[src/rtl/clock_mode_ctrl_if.sv]
// clock_mode_ctrl_if: key/tick inputs and mode, adjust and blink outputs of the front-panel controller
interface clock_mode_ctrl_if;
    logic       tick_1hz;
    logic       key_mode;
    logic       key_sel;
    logic       key_inc;
    logic [1:0] mode;
    logic       field_sel;
    logic       run_en;
    logic       inc_min;
    logic       inc_hour;
    logic       sw_toggle;
    logic       sw_clear;
    logic       blink;
    modport master (
        output tick_1hz, key_mode, key_sel, key_inc,
        input  mode, field_sel, run_en, inc_min, inc_hour, sw_toggle, sw_clear, blink
    );
    modport slave (
        input  tick_1hz, key_mode, key_sel, key_inc,
        output mode, field_sel, run_en, inc_min, inc_hour, sw_toggle, sw_clear, blink
    );
endinterface

[src/rtl/clock_mode_ctrl.sv]
// clock_mode_ctrl: debounced front-panel keys driving RUN/SET/STOPWATCH mode, adjust and stopwatch pulses
module clock_mode_ctrl #(
    parameter int DEB_CYCLES = 20000,
    parameter int RPT_DELAY  = 10000000,
    parameter int RPT_RATE   = 2000000,
    parameter int TIMEOUT_S  = 30
) (
    input  logic             clk,
    input  logic             rst,
    clock_mode_ctrl_if.slave bus
);
    localparam int DW   = $clog2(DEB_CYCLES + 1);
    localparam int RMAX = RPT_DELAY > RPT_RATE ? RPT_DELAY : RPT_RATE;
    localparam int RW   = $clog2(RMAX + 1);
    localparam int TW   = $clog2(TIMEOUT_S + 1);

    typedef enum logic [1:0] {RUN = 2'd0, SET = 2'd1, SW = 2'd2} mode_t;

    logic [2:0]    keys, s1, s2, deb, deb_d, ev;
    logic [DW-1:0] dcnt [3];

    assign keys = {bus.key_inc, bus.key_sel, bus.key_mode};

    // Bit 0 mode, bit 1 sel, bit 2 inc; ev is registered so raw-to-event is DEB_CYCLES+3
    always_ff @(posedge clk or posedge rst) begin
        if (rst) begin
            s1    <= '0;
            s2    <= '0;
            deb   <= '0;
            deb_d <= '0;
            ev    <= '0;
            for (int i = 0; i < 3; i++) dcnt[i] <= '0;
        end else begin
            s1    <= keys;
            s2    <= s1;
            deb_d <= deb;
            ev    <= deb & ~deb_d;
            for (int i = 0; i < 3; i++)
                if (s2[i] == deb[i]) dcnt[i] <= '0;
                else if (dcnt[i] == DW'(DEB_CYCLES - 1)) begin
                    deb[i]  <= s2[i];
                    dcnt[i] <= '0;
                end else dcnt[i] <= dcnt[i] + 1'b1;
        end
    end

    mode_t         state, state_n;
    logic          field, field_n, blink, blink_n, run_en;
    logic [3:0]    pls, pls_n;
    logic [TW-1:0] idle, idle_n;
    logic          rpt_on, rpt_on_n, rpt_first, rpt_first_n, fire;
    logic [RW-1:0] rpt_cnt, rpt_cnt_n;

    always_ff @(posedge clk or posedge rst) begin
        if (rst) begin
            state     <= RUN;
            field     <= 1'b0;
            blink     <= 1'b1;
            run_en    <= 1'b1;
            pls       <= '0;
            idle      <= '0;
            rpt_on    <= 1'b0;
            rpt_first <= 1'b0;
            rpt_cnt   <= '0;
        end else begin
            state     <= state_n;
            field     <= field_n;
            blink     <= blink_n;
            run_en    <= state_n != SET;
            pls       <= pls_n;
            idle      <= idle_n;
            rpt_on    <= rpt_on_n;
            rpt_first <= rpt_first_n;
            rpt_cnt   <= rpt_cnt_n;
        end
    end

    // rpt_cnt counts cycles since the last inc pulse; first gap is RPT_DELAY, later ones RPT_RATE
    always_comb begin
        fire        = rpt_on && deb[2] && rpt_cnt == (rpt_first ? RW'(RPT_DELAY) : RW'(RPT_RATE));
        state_n     = state;
        field_n     = field;
        blink_n     = blink;
        idle_n      = idle;
        rpt_on_n    = rpt_on;
        rpt_first_n = rpt_first;
        rpt_cnt_n   = rpt_cnt;
        pls_n       = '0;
        case (state)
            RUN: if (ev[0]) begin
                state_n   = SET;
                field_n   = 1'b0;
                blink_n   = 1'b1;
                idle_n    = '0;
                rpt_on_n  = 1'b0;
                rpt_cnt_n = '0;
            end
            SET: begin
                blink_n   = blink ^ bus.tick_1hz;
                idle_n    = idle + TW'(bus.tick_1hz);
                rpt_cnt_n = rpt_cnt + 1'b1;
                rpt_on_n  = rpt_on & deb[2];
                if (ev[0]) begin
                    state_n  = SW;
                    rpt_on_n = 1'b0;
                end else if (ev[1]) begin
                    field_n  = ~field;
                    rpt_on_n = 1'b0;
                    idle_n   = '0;
                end else if (ev[2] || fire) begin
                    pls_n       = field ? 4'b0010 : 4'b0001;
                    rpt_on_n    = 1'b1;
                    rpt_first_n = ev[2];
                    rpt_cnt_n   = RW'(1);
                    idle_n      = '0;
                end else if (bus.tick_1hz && idle == TW'(TIMEOUT_S - 1)) state_n = RUN;
            end
            SW: if (ev[0]) state_n = RUN;
                else pls_n = {ev[1], ev[2] & ~ev[1], 2'b00};
            default: state_n = RUN;
        endcase
        blink_n = (state_n == SET) ? blink_n : 1'b1;
    end

    assign bus.mode      = state;
    assign bus.field_sel = field;
    assign bus.run_en    = run_en;
    assign bus.blink     = blink;
    assign {bus.sw_clear, bus.sw_toggle, bus.inc_hour, bus.inc_min} = pls;
endmodule

[src/flat_wrapper.sv]
// flat-port wrapper written by rule: the top's interface ports become plain ports
module clock_mode_ctrl_flat 
#(
    parameter int DEB_CYCLES = 20000,
    parameter int RPT_DELAY  = 10000000,
    parameter int RPT_RATE   = 2000000,
    parameter int TIMEOUT_S  = 30
)
  (clk, rst, bus_tick_1hz, bus_key_mode, bus_key_sel, bus_key_inc, bus_mode, bus_field_sel, bus_run_en, bus_inc_min, bus_inc_hour, bus_sw_toggle, bus_sw_clear, bus_blink);
  clock_mode_ctrl_if bus_i ();
  input  logic clk;
  input  logic rst;
  input wire logic [$bits(bus_i.tick_1hz)-1:0] bus_tick_1hz;
  input wire logic [$bits(bus_i.key_mode)-1:0] bus_key_mode;
  input wire logic [$bits(bus_i.key_sel)-1:0] bus_key_sel;
  input wire logic [$bits(bus_i.key_inc)-1:0] bus_key_inc;
  output wire logic [$bits(bus_i.mode)-1:0] bus_mode;
  output wire logic [$bits(bus_i.field_sel)-1:0] bus_field_sel;
  output wire logic [$bits(bus_i.run_en)-1:0] bus_run_en;
  output wire logic [$bits(bus_i.inc_min)-1:0] bus_inc_min;
  output wire logic [$bits(bus_i.inc_hour)-1:0] bus_inc_hour;
  output wire logic [$bits(bus_i.sw_toggle)-1:0] bus_sw_toggle;
  output wire logic [$bits(bus_i.sw_clear)-1:0] bus_sw_clear;
  output wire logic [$bits(bus_i.blink)-1:0] bus_blink;
  assign bus_i.tick_1hz = bus_tick_1hz;
  assign bus_i.key_mode = bus_key_mode;
  assign bus_i.key_sel = bus_key_sel;
  assign bus_i.key_inc = bus_key_inc;
  assign bus_mode = bus_i.mode;
  assign bus_field_sel = bus_i.field_sel;
  assign bus_run_en = bus_i.run_en;
  assign bus_inc_min = bus_i.inc_min;
  assign bus_inc_hour = bus_i.inc_hour;
  assign bus_sw_toggle = bus_i.sw_toggle;
  assign bus_sw_clear = bus_i.sw_clear;
  assign bus_blink = bus_i.blink;
  clock_mode_ctrl #(.DEB_CYCLES(DEB_CYCLES), .RPT_DELAY(RPT_DELAY), .RPT_RATE(RPT_RATE), .TIMEOUT_S(TIMEOUT_S)) u_core (.clk(clk), .rst(rst), .bus(bus_i));
endmodule
[config.mk]
export PLATFORM = sky130hd
export DESIGN_NAME = clock_mode_ctrl_flat
export DESIGN_NICKNAME = d
export VERILOG_FILES = /design/src/rtl/clock_mode_ctrl_if.sv /design/src/rtl/clock_mode_ctrl.sv /design/src/flat_wrapper.sv
export SDC_FILE = /design/constraint.sdc
export NUM_CORES = 1
export LEC_CHECK = 0
export ABC_AREA = 1
export BUFFER_PORTS_ARGS = -buffer_cell sky130_fd_sc_hd__buf_4
export CORE_UTILIZATION = 35
export CTS_BUF_LIST = sky130_fd_sc_hd__clkbuf_8
export DETAILED_ROUTE_END_ITERATION = 7
export PLACE_DENSITY_LB_ADDON = 0.25
export SYNTH_ARGS = -nofsm -noshare
export SYNTH_HDL_FRONTEND = slang
export SYNTH_SLANG_ARGS = --single-unit
[constraint.sdc]
create_clock -name clk -period 4.6 [get_ports clk]
set_clock_uncertainty 0.1 [all_clocks]
set_input_delay 0.46 -clock clk [delete_from_list [all_inputs] [get_ports clk]]
set_output_delay 0.46 -clock clk [all_outputs]
set_load 0.01 [all_outputs]
==> results.cfg <==
[setup_path]
crit_fanout = 23
endpoint_kind = register
cpPeakStageDelay_ps = 440
worst_ep_arrival_time_ps = 2590
crit_cells = 10
critical-path-top-delay-family = simple AND/OR/NAND/NOR gates
crit_top_cell = nand2_4
slowest_stage = dfrtp_1
cp.required_ps = 4810
worstRegToRegCells = 10
worstPathCellList = inv_1 -> ha_1 -> inv_2 -> or2_4 -> nand2_4 -> nand2_4 -> clkinv_4 -> o21ai_1 -> a21oi_1 -> o2bb2ai_1
start_kind = register
critPathKind = reg -> reg
cp.buffers_inverters = 3

[cells_and_area]
area_growth_pct = 9.71
layout_commonest_cell = dfrtp_1
drive_gt1_share_pct = 12.3
layout.cells.most_common_list = 98 x dfrtp_1, 94 x nand2_1, 74 x inv_1
fill_cells = 1433
final_cell_area_sq_mm = 0.00563
instances_no_fill = 799
fin_nets = 631
n_antenna_cell = 0

[sta]
slew_viol_final = 0
slew_headroom_pct = 50.6
finalHoldViolations = 0
fmax_mhz = 420
fin_crit_ps = 2380
fin_crit_sh_pct = 51.8
worst_pin_slew_ps = 741
rsz0062_at_grt = no
setup_tns_ps = 0
finalSetupViolCount = 0

[route]
wl_mm = 10.3
via_per_inst = 4.92
wl_per_cell_um = 12.8
drt_iter0_drc = 240
drtAntennaViolNets = 0
drc = 0
firstDrtPassIters = 6
vias = 3933

[synthesis]
syn_area_sq_mm = 0.00513
syn_nets = 610
yosys-top-cells-area = dfrtp_1 48%, nand2_1 6.9%, inv_1 5.5%, nor2_1 5.0%, nand3_1 3.8%
synth_edf_count = 0
synth-seq-area-share_pct = 48.8
synth_top_cell_by_area = dfrtp_1
ys_types = 48
ys_ff_latch = 100
ys_warn_count = 0
yosys_most_used_dff = dfrtp_1
synth_top_area_share_pct = 47.8
async_reset_ff_share_pct = 100
syn_area_per_cell_sq_um = 8.65
synthCells = 593

[global_route]
grt_max_degree = 63
antenna_found_initial = 0
grt_pass1_vias = 3860
gr-total-overflow = 0
grt_pass1_wl_mm = 17.9
grt.total_usage_pct = 15.0

[die]
initial_core_util_pct = 36.4
fp-row-count = 43
pin_count = 15
core-area_sq_mm = 0.0141
die_h_um = 123
die_w_um = 123
fp.dieArea_sq_mm = 0.0151

[min_path]
hold_depth = 1
hold_class = in -> reg

[place]
placed_area_sq_mm = 0.00543
portBuffers = 14
place_inst = 783
place.gp.congestion = 0.846
hpwl_mm = 7.49

[cts]
clock-root-buffer = clkbuf_8
clock_latency_ps = 390
cts-resized-gates = 0
ctsHoldBuffers = 0
cts_setup_buffers = 0
clk_path_buf_depth = 2
cts.clk_slew.worst_paths_ps = 110
cts_inserted_buffers = 9
cts.htree.levels = 3
cts.sinks = 100
cts_tree = built

[flow_run]
max_cap_violations = 0

[status]
status = finished, final reports clean

[pwr]
p_per_area_mw_per_mm2 = 307
p_leak_nw = 2.47
ir_drop_uv = 193
[where the power goes]
part	internal, mW	leakage (nW)	switching (mW)	total [mW]
Clock	0.211	0.100	0.337	0.549
Sequential	0.931	1.36	0.0480	0.979
Combinational	0.0716	1.00	0.129	0.200
[cell usage after synthesis, types with 3 or more instances]
cell type,instances
o21ai_1,20
o21ai_0,16
inv_1,75
dfrtp_1,98
nor2_4,4
nand2_2,3
nand2_1,94
nand3_1,39
nor4_1,4
nor3_1,16
o21a_1,4
xor2_1,18
and3_1,3
nor2_1,69
a21oi_1,26
nor3b_1,7
o21bai_1,3
nor3_2,3
nand4_1,17
ha_1,11
inv_2,10
nor4_2,3
xnor2_1,6
o22ai_1,9
nand2_4,3
[stage by stage]
stage	total power, mW	hold slack (ps)	util [%]	setup slack (ps)
2_1_floorplan	1.13	231	-	1420
3_3_place_gp	1.19	237	38.5	2400
3_5_place_dp	1.20	239	38.5	2260
4_1_cts	1.76	47.4	39.9	2240
5_1_grt	1.83	32.5	39.9	2030
6_report	1.73	73.7	39.9	2220
[sequential cells by signal, summed over array words and instances, names as in the netlist]
signal	count
u_core.bus.run_en	1
u_core.rpt_cnt	24
u_core.s1	3
u_core.bus.field_sel	1
u_core.pls	4
u_core.bus.blink	1
u_core.bus.mode	2
u_core.rpt_on	1
u_core.ev	3
u_core.dcnt	45
u_core.deb	3
u_core.deb_d	3
u_core.idle	5
u_core.s2	3
u_core.rpt_first	1
[layer usage]
layer / global-route usage [%] / part of all wire (%)
met3: 4.47 / 3.4
met1: 18.7 / 47
met2: 25.4 / 48
met4: 3.69 / 1.2
met5: 0 / 0
[final timing paths]
| path | startpoint | end | slack [ps] |
|---|---|---|---|
| setup / recovery | u_core.bus.mode[1] | u_core.idle[3] | 2220 |
| hold / removal | bus_key_inc | u_core.s1[2] | 70 |
| setup reg to reg | u_core.bus.mode[1] | u_core.idle[3] | 2220 |
| hold reg to reg | u_core.s1[0] | u_core.s2[0] | 260 |
| max in group asynchronous | rst | u_core.rpt_cnt[10] | 3330 |
| min in group asynchronous | rst | u_core.s1[2] | 90 |
[cell families after synthesis]
family,synth area share (%)
xor+xnor,4.10
buf+inv,7.17
flops,48.8
simple gates,26.7
fa+ha+maj,2.68
mux,0.219
compound gates,10.3
[area by class of cell]
class / count / area [sq um] / area share, %
clock buffer: 9 / 124 / 2.20
clock inverter: 7 / 70.1 / 1.24
multi-input combinational: 401 / 2260 / 40.1
sequential: 100 / 2500 / 44.5
tap: 180 / 225 / 4.00
timing repair buffer: 15 / 113 / 2.00
inverter: 87 / 334 / 5.94
(Power assumes the default switching activity.)
